`src/rtl/bus_arbiter.sv`:
```
// Two-master, one-slave bus sequencer: grants fetch (M1) or memory (M2), runs a
// registered address/wait/response sequence, and aborts on slave timeout.
module bus_arbiter #(
  parameter int ADDR_W       = 64,
  parameter int DATA_W       = 64,
  parameter int STARVE_LIMIT = 4,
  parameter int TIMEOUT      = 16
) (
  input  logic              CLK,
  input  logic              RESET,
  input  logic              M1_HTRANS,
  input  logic [ADDR_W-1:0] M1_HADDR,
  output logic              M1_HREADY,
  output logic [DATA_W-1:0] M1_HRDATA,
  input  logic              M2_HTRANS,
  input  logic [ADDR_W-1:0] M2_HADDR,
  input  logic              M2_HWRITE,
  input  logic [2:0]        M2_HSIZE,
  input  logic [DATA_W-1:0] M2_HWDATA,
  output logic              M2_HREADY,
  output logic [DATA_W-1:0] M2_HRDATA,
  output logic              S_HTRANS,
  output logic [ADDR_W-1:0] S_HADDR,
  output logic              S_HWRITE,
  output logic [2:0]        S_HSIZE,
  output logic [DATA_W-1:0] S_HWDATA,
  input  logic [DATA_W-1:0] S_HRDATA,
  input  logic              S_HREADY,
  output logic [1:0]        owner,
  output logic              err,
  output logic              stall,
  output logic [1:0]        dbg_state
);

  localparam int SW = $clog2(STARVE_LIMIT + 1);
  localparam int TW = $clog2(TIMEOUT);
  localparam logic [SW-1:0] STARVE_MAX = SW'(STARVE_LIMIT);
  localparam logic [TW-1:0] TIMER_MAX  = TW'(TIMEOUT - 1);

  typedef enum logic [1:0] {IDLE = 2'd0, BUSY = 2'd1, RESP = 2'd2} state_t;

  state_t            state, state_n;
  logic [SW-1:0]     starve_cnt, starve_n;
  logic [TW-1:0]     timer, timer_n;
  logic              s_htrans_n, s_hwrite_n, m1_hready_n, m2_hready_n, err_n;
  logic [ADDR_W-1:0] s_haddr_n;
  logic [2:0]        s_hsize_n;
  logic [DATA_W-1:0] s_hwdata_n, m1_hrdata_n, m2_hrdata_n, rsp_data;
  logic [1:0]        owner_n;

  always_ff @(posedge CLK or negedge RESET) begin
    if (!RESET) begin
      state      <= IDLE;
      starve_cnt <= '0;
      timer      <= '0;
      S_HTRANS   <= 1'b0;
      S_HADDR    <= '0;
      S_HWRITE   <= 1'b0;
      S_HSIZE    <= 3'd0;
      S_HWDATA   <= '0;
      M1_HREADY  <= 1'b0;
      M1_HRDATA  <= '0;
      M2_HREADY  <= 1'b0;
      M2_HRDATA  <= '0;
      owner      <= 2'b00;
      err        <= 1'b0;
    end else begin
      state      <= state_n;
      starve_cnt <= starve_n;
      timer      <= timer_n;
      S_HTRANS   <= s_htrans_n;
      S_HADDR    <= s_haddr_n;
      S_HWRITE   <= s_hwrite_n;
      S_HSIZE    <= s_hsize_n;
      S_HWDATA   <= s_hwdata_n;
      M1_HREADY  <= m1_hready_n;
      M1_HRDATA  <= m1_hrdata_n;
      M2_HREADY  <= m2_hready_n;
      M2_HRDATA  <= m2_hrdata_n;
      owner      <= owner_n;
      err        <= err_n;
    end
  end

  always_comb begin
    state_n     = state;
    starve_n    = starve_cnt;
    timer_n     = timer;
    s_htrans_n  = S_HTRANS;
    s_haddr_n   = S_HADDR;
    s_hwrite_n  = S_HWRITE;
    s_hsize_n   = S_HSIZE;
    s_hwdata_n  = S_HWDATA;
    m1_hready_n = M1_HREADY;
    m1_hrdata_n = M1_HRDATA;
    m2_hready_n = M2_HREADY;
    m2_hrdata_n = M2_HRDATA;
    owner_n     = owner;
    err_n       = err;
    rsp_data    = '0;
    case (state)
      IDLE: begin
        // M2 has priority unless M1 has already been passed over STARVE_LIMIT times.
        if (M1_HTRANS && (!M2_HTRANS || starve_cnt == STARVE_MAX)) begin
          s_haddr_n  = M1_HADDR;
          s_hwrite_n = 1'b0;
          s_hsize_n  = 3'd3;
          s_hwdata_n = '0;
          owner_n    = 2'b01;
          starve_n   = '0;
          s_htrans_n = 1'b1;
          timer_n    = '0;
          state_n    = BUSY;
        end else if (M2_HTRANS) begin
          s_haddr_n  = M2_HADDR;
          s_hwrite_n = M2_HWRITE;
          s_hsize_n  = M2_HSIZE;
          s_hwdata_n = M2_HWDATA;
          owner_n    = 2'b10;
          if (!M1_HTRANS)
            starve_n = '0;
          else if (starve_cnt != STARVE_MAX)
            starve_n = starve_cnt + 1'b1;
          s_htrans_n = 1'b1;
          timer_n    = '0;
          state_n    = BUSY;
        end else if (!M1_HTRANS) begin
          starve_n = '0;
        end
      end
      BUSY: begin
        timer_n = timer + 1'b1;
        if (S_HREADY || timer == TIMER_MAX) begin
          // Writes and aborted transfers return zero data.
          rsp_data   = (S_HREADY && !S_HWRITE) ? S_HRDATA : '0;
          err_n      = !S_HREADY;
          s_htrans_n = 1'b0;
          state_n    = RESP;
          if (owner == 2'b01) begin
            m1_hready_n = 1'b1;
            m1_hrdata_n = rsp_data;
          end else begin
            m2_hready_n = 1'b1;
            m2_hrdata_n = rsp_data;
          end
        end
      end
      RESP: begin
        m1_hready_n = 1'b0;
        m2_hready_n = 1'b0;
        err_n       = 1'b0;
        owner_n     = 2'b00;
        state_n     = IDLE;
      end
      default: state_n = IDLE;
    endcase
  end

  assign stall     = (M1_HTRANS & ~M1_HREADY) | (M2_HTRANS & ~M2_HREADY);
  assign dbg_state = state;

endmodule
```
`config.mk`:
```
export PLATFORM = sky130hd
export DESIGN_NAME = bus_arbiter
export DESIGN_NICKNAME = d
export VERILOG_FILES = /design/src/rtl/bus_arbiter.sv
export SDC_FILE = /design/constraint.sdc
export NUM_CORES = 1
export LEC_CHECK = 0
export ABC_AREA = 1
export CORE_AREA = 2 2 205 207
export CTS_BUF_LIST = sky130_fd_sc_hd__clkbuf_8 sky130_fd_sc_hd__clkbuf_16
export DETAILED_ROUTE_END_ITERATION = 6
export DIE_AREA = 0 0 207 209
export GPL_TIMING_DRIVEN = 0
export PLACE_DENSITY_LB_ADDON = 0.25
export SLEW_MARGIN = 20
export SYNTH_ARGS = -nofsm -noshare
export SYNTH_HDL_FRONTEND = slang
export SYNTH_SLANG_ARGS = --single-unit
```
`constraint.sdc`:
```
create_clock -name CLK -period 2 [get_ports CLK]
set_clock_uncertainty 0.1 [all_clocks]
set_input_delay 0.3 -clock CLK [delete_from_list [all_inputs] [get_ports CLK]]
set_output_delay 0.3 -clock CLK [all_outputs]
set_load 0.02 [all_outputs]
```
Word-level counts from Yosys, hierarchy flattened

Index checks and enable logic that the tools add are counted.
W data, S select, Z words.

$add $sub $neg: 2
Equal/unequal tests: 12
Muxes and demuxes: 36
Bitwise logic cells: 6
Reduce and logical (&&, ||, !) cells: 23

Operators by type and width:

| cell                  | number |
|---|---|
| $mux W64              | 5 |
| $mux W3               | 7 |
| $reduce_and A3 Y1     | 6 |
| $mux W1               | 10 |
| $mux W2               | 5 |
| $reduce_and A2 Y1     | 5 |
| $mux W4               | 2 |
| $pmux W1 S2           | 4 |
| $pmux W2 S2           | 2 |
| $pmux W4 S2           | 1 |
| $reduce_bool A2 Y1    | 4 |
| $ne A2 B2 Y1 const B  | 3 |
| $ne A3 B1 Y1 const B  | 2 |
| $ne A3 B3 Y1 const B  | 2 |
| $add A4 B1 Y4 const B | 1 |
| $eq A2 B1 Y1 const B  | 2 |
| $eq A4 B4 Y1 const B  | 1 |
| $add A3 B1 Y3 const B | 1 |
| $eq A3 B3 Y1 const B  | 1 |
| $logic_not A1 Y1      | 3 |
| $not A1 Y1            | 3 |
| $and A1 B1 Y1         | 2 |
| $eq A2 B2 Y1 const B  | 1 |
| $logic_and A1 B1 Y1   | 2 |
| other kinds (3)       | 4 |

Flip-flop bits (word level): 275
Bits of input ports: 265
Output and inout bits: 269
Word-level logic and storage cells: 93

Depth between registers and ports, before layout

Depth in word-level cells: 5
Gate-level depth with buffers: 9
Gate-level depth less buffers: 8

Worst setup path before layout

OpenSTA, ideal clock, no wires.

Kind: reg-to-reg
From: reg starve_cnt[0]
To: reg S_HADDR[10]
Data arrival time: 1347 ps
Data required time: 1831 ps
Setup slack: 484 ps
Cell stages (with the launch flop): 9
Buffers on the path: 2
Period minus slack after synthesis: 1516 ps
Path through: dfrtp_1 -> inv_1 -> ha_1 -> nand2_1 -> nand2_1 -> buf_2 -> clkbuf_1 -> nand4_1 -> nand3_1

Word-level cells in the longest chain between the ends: 5
Elaborated cells between the ends (all ways): 6

RTL lines:

| element                             | line | text |
|---|---|---|
| from (decl)                         | 43   | `logic [SW-1:0] starve_cnt, starve_n;` |
| from (signal assigned)              | 69   | `starve_cnt <= starve_n;` |
| $eq A3 B3 Y1 (*)                    | 104  | `if (M1_HTRANS && (!M2_HTRANS \|\| starve_cnt == STARVE_MAX)) begin` |
| $logic_or A1 B1 Y1 (*)              | 104  |  |
| $logic_and A1 B1 Y1 (*)             | 104  |  |
| $reduce_bool A2 Y1 (no source line) | --   |  |
| $reduce_and A2 Y1 (no source line)  | --   |  |
| to (signal assigned)                | 72   | `S_HADDR <= s_haddr_n;` |
| to (decl)                           | 23   | `output logic [ADDR_W-1:0] S_HADDR,` |

Mark *: on every way between the ends. The rest lies on a longest branch, timed or not.
A chain may end at the register's enable or synchronous reset.

Final worst setup path

From: reg M2_HRDATA[63]
To: out M2_HRDATA[63]

RTL lines:

| element                | line | text |
|---|---|---|
| from (decl)            | 21   | `output logic [DATA_W-1:0] M2_HRDATA,` |
| from (signal assigned) | 79   | `M2_HRDATA <= m2_hrdata_n;` |

No word-level cell between the ends.

==> results.sh <==
export IMPL_run_status="complete, no violations"
export IMPL_mostFrequentLayoutCells="clkdlybuf4s50_1 (498), nand2_1 (478), dfrtp_1 (275), nand3_1 (205), nand4_1 (191)"
export IMPL_synth_seq_cells=275
export IMPL_ys_seq_area_share_pct=56.4
export IMPL_holdWs_ns=0.155
export IMPL_dominantRegCellSynth="dfrtp_1"
export IMPL_synth_xor_area_share_pct=0.0717
export IMPL_antenna_found_initial=4
export IMPL_drtIter0Drc=915
export IMPL_leakage_uw=0.00965
export IMPL_worstMarginPinSlew_ns=0.616
export IMPL_vias=12755
export IMPL_grt_max_degree=86
export IMPL_synth_top_cell_by_area="dfrtp_1"
export IMPL_htree_levels=2
export IMPL_synthMuxAreaShare_pct=0
export IMPL_min_period_ns=1.96
export IMPL_cp_max_fo=2
export IMPL_clkSinkCount=275
export IMPL_critPathKind="flop to primary output"
export IMPL_port_buffer_count=532
export IMPL_netlist_instances=1452
export IMPL_cpLargestDelayFamily="buffers and inverters"
export IMPL_cpMaxStageDelayCell="clkdlybuf4s50_1"
export IMPL_setup_viol=0
export IMPL_grt_overflow_total=0
export IMPL_start_util_pct=29.6
export IMPL_route_detailed_drc=0
export IMPL_arrival_ns=1.56
export IMPL_slew_viol_final=0
export IMPL_grt_met2_usage_pct=40.8
export IMPL_synth_compound_area_share_pct=0.646
export IMPL_finalNetCount=2296
export IMPL_dpl_hpwl_mm=39.2
export IMPL_fp_dieW_um=207
export IMPL_synth_top_area_share_pct=56.4
export IMPL_syn_nets=1720
export IMPL_slew_headroom_pct=59.0
export IMPL_drive_gt1_share_pct=7.21
export IMPL_place_area_mm2=0.0183
export IMPL_cts_tree="yes"
export IMPL_cp_num_buf_inv=1
export IMPL_peakVddDrop_uv=758
export IMPL_root_buffer="clkbuf_16"
export IMPL_hold_path_class="input pin to asynchronous set/reset pin"
export IMPL_ys_warn_count=0
export IMPL_crit_chain="clkdlybuf4s50_1"
export IMPL_synth_cell_types=18
export IMPL_grt_first_pass_wirelength_mm=77.7
export IMPL_routabilityCongestion=0.898
export IMPL_powerDensity_mw_per_mm2=1600
export IMPL_syn_area_mm2=0.0122
export IMPL_critPathMaxStageDelay_ns=0.64
export IMPL_ios=534
export IMPL_wirelength_mm=51.6
export IMPL_die_area_mm2=0.0433
export IMPL_fmax_mhz=510
export IMPL_drv_cap=0
export IMPL_grt_usage_pct=23.2
export IMPL_rsz0062_at_grt="false"
export IMPL_first_pass_iters=5
export IMPL_antenna_left=0
export IMPL_final_common_cell="clkdlybuf4s50_1"
export IMPL_synth_edf_count=0
export IMPL_use_met1_pct=27.4
export IMPL_die_h_um=209
export IMPL_worstPathRequired_ns=1.60
export IMPL_avgSynthCellArea_um2=8.41
export IMPL_async_reset_ff_share_pct=100
export IMPL_synth_area_leaders="dfrtp_1 (56%), nand2_1 (15%), nand4_1 (9.8%)"
export IMPL_wire_per_inst_um=19.9
export IMPL_cp_start_kind="flop"
export IMPL_fillers=4089
export IMPL_final_area_mm2=0.0195
export IMPL_fin_crit_sh_pct=98.1
export IMPL_path_clk_slew_ns=0.06
export IMPL_rows=75
export IMPL_clock_tree_buffer_depth=3
export IMPL_cts_buffers=34
export IMPL_final_hold_violation_count=0
export IMPL_synth_top_family_by_area="simple AND/OR/NAND/NOR gates"
export IMPL_via_per_inst=4.92
export IMPL_busiest_layer="met2"
export IMPL_synth_simple_area_share_pct=35.5
export IMPL_clk_latency_ns=0.53
export IMPL_end_kind="primary output"
export IMPL_syn_to_final_growth_pct=59.6
export IMPL_core_mm2=0.0413
export IMPL_grt_pass1_vias=12813
export IMPL_grt_util_met3_pct=6.43
export IMPL_synth_fa_ha_area_share_pct=0.307
-- power breakdown --
| group | internal, µW | total (µW) | leakage [µW] | switching, µW |
|---|---|---|---|---|
| clock | 3580 | 6090 | 0.000579 | 2510 |
| sequential | 8070 | 9620 | 0.00355 | 1550 |
| combinational | 6350 | 15500 | 0.00553 | 9170 |
| total | 18000 | 31200 | 0.00965 | 13200 |
-- sequential cells by signal, indices dropped and copies added, names as in the netlist --
register and count:
dbg_state 2, M1_HRDATA 64, M2_HREADY 1, S_HTRANS 1
owner 2, M2_HRDATA 64, S_HSIZE 3, starve_cnt 3
S_HWRITE 1, S_HADDR 64, M1_HREADY 1, timer 4
S_HWDATA 64, err 1
-- layer usage --
layer / wire (µm) / vias to the layer above
li1: - / 5990
met1: 20100 / 6085
met2: 25700 / 583
met3: 4180 / 93
met4: 1540 / 4
met5: 26 / -
-- area by class of cell --
type	instances	area, µm²	share of cell area [%]
inverters	80	300	1.54
clock inverters	21	149	0.764
plain buffers	126	623	3.20
repair buffers	540	5450	28.0
multi-input cells	971	4470	22.9
flip-flops and latches	275	6880	35.3
clock buffers	39	931	4.78
well taps	539	674	3.46
diodes	2	5.00	0.0257
-- through the flow --
step / cells / setup slack [ns] / power [µW] / util [%] / TNS, ns
floorplan: 1452 / 0.484 / 17100 / - / 0
global placement: 2523 / -12.16 / 25200 / 44.1 / -3371.17
detailed placement: 2526 / -0.619 / 25400 / 44.3 / -46.12
CTS: 2589 / 0.00000722 / 31500 / 46.9 / 0
global route: 2591 / 0.000733 / 32900 / 47.2 / 0
finish: 2593 / 0.0389 / 31200 / 47.2 / 0
-- kinds of logic after synthesis --
group                    after synthesis
flip-flops                           275
XOR/XNOR                               1
AO/OA/AOI/OAI                         13
AND/OR/NAND/NOR                      954
adder cells (fa/ha/maj)                3
buffers and inverters                206
-- path summary, 6_finish.rpt --
check | from | end | slack (ns) | depth (start not counted)
worst min register to register | S_HWDATA[43] | S_HWDATA[43] | 0.38 | 2
min in group CLK | M2_HWDATA[30] | S_HWDATA[30] | 0.22 | 3
max in group asynchronous | RESET | S_HADDR[53] | 0.46 | 4
worst max register to register | owner[1] | M2_HRDATA[63] | 0.12 | 6
worst min-delay path | RESET | M1_HRDATA[35] | 0.15 | 2
worst max-delay path | M2_HRDATA[63] | M2_HRDATA[63] | 0.04 | 1
-- cell usage after synthesis, types with 2 or more instances --
cell and instances:
buf_4 2, nand3_1 205, buf_1 17, ha_1 3, nor2_1 76, a21oi_1 2
o21ai_0 8, nand2_1 479, o22ai_1 2, inv_1 79, nand4_1 191, buf_2 67
dfrtp_1 275, nor2_4 3, clkbuf_1 40
-- timing repair --
item	4_1_cts	5_1_grt
pin swaps	1	1
resized for setup	28	47
hold buffers	1	0
gates cloned	0	0
hold endpoints to repair	139	0
endpoints found under the setup margin	147	195
setup buffers	2	2
No activity file was read; power rests on OpenSTA's default activity.
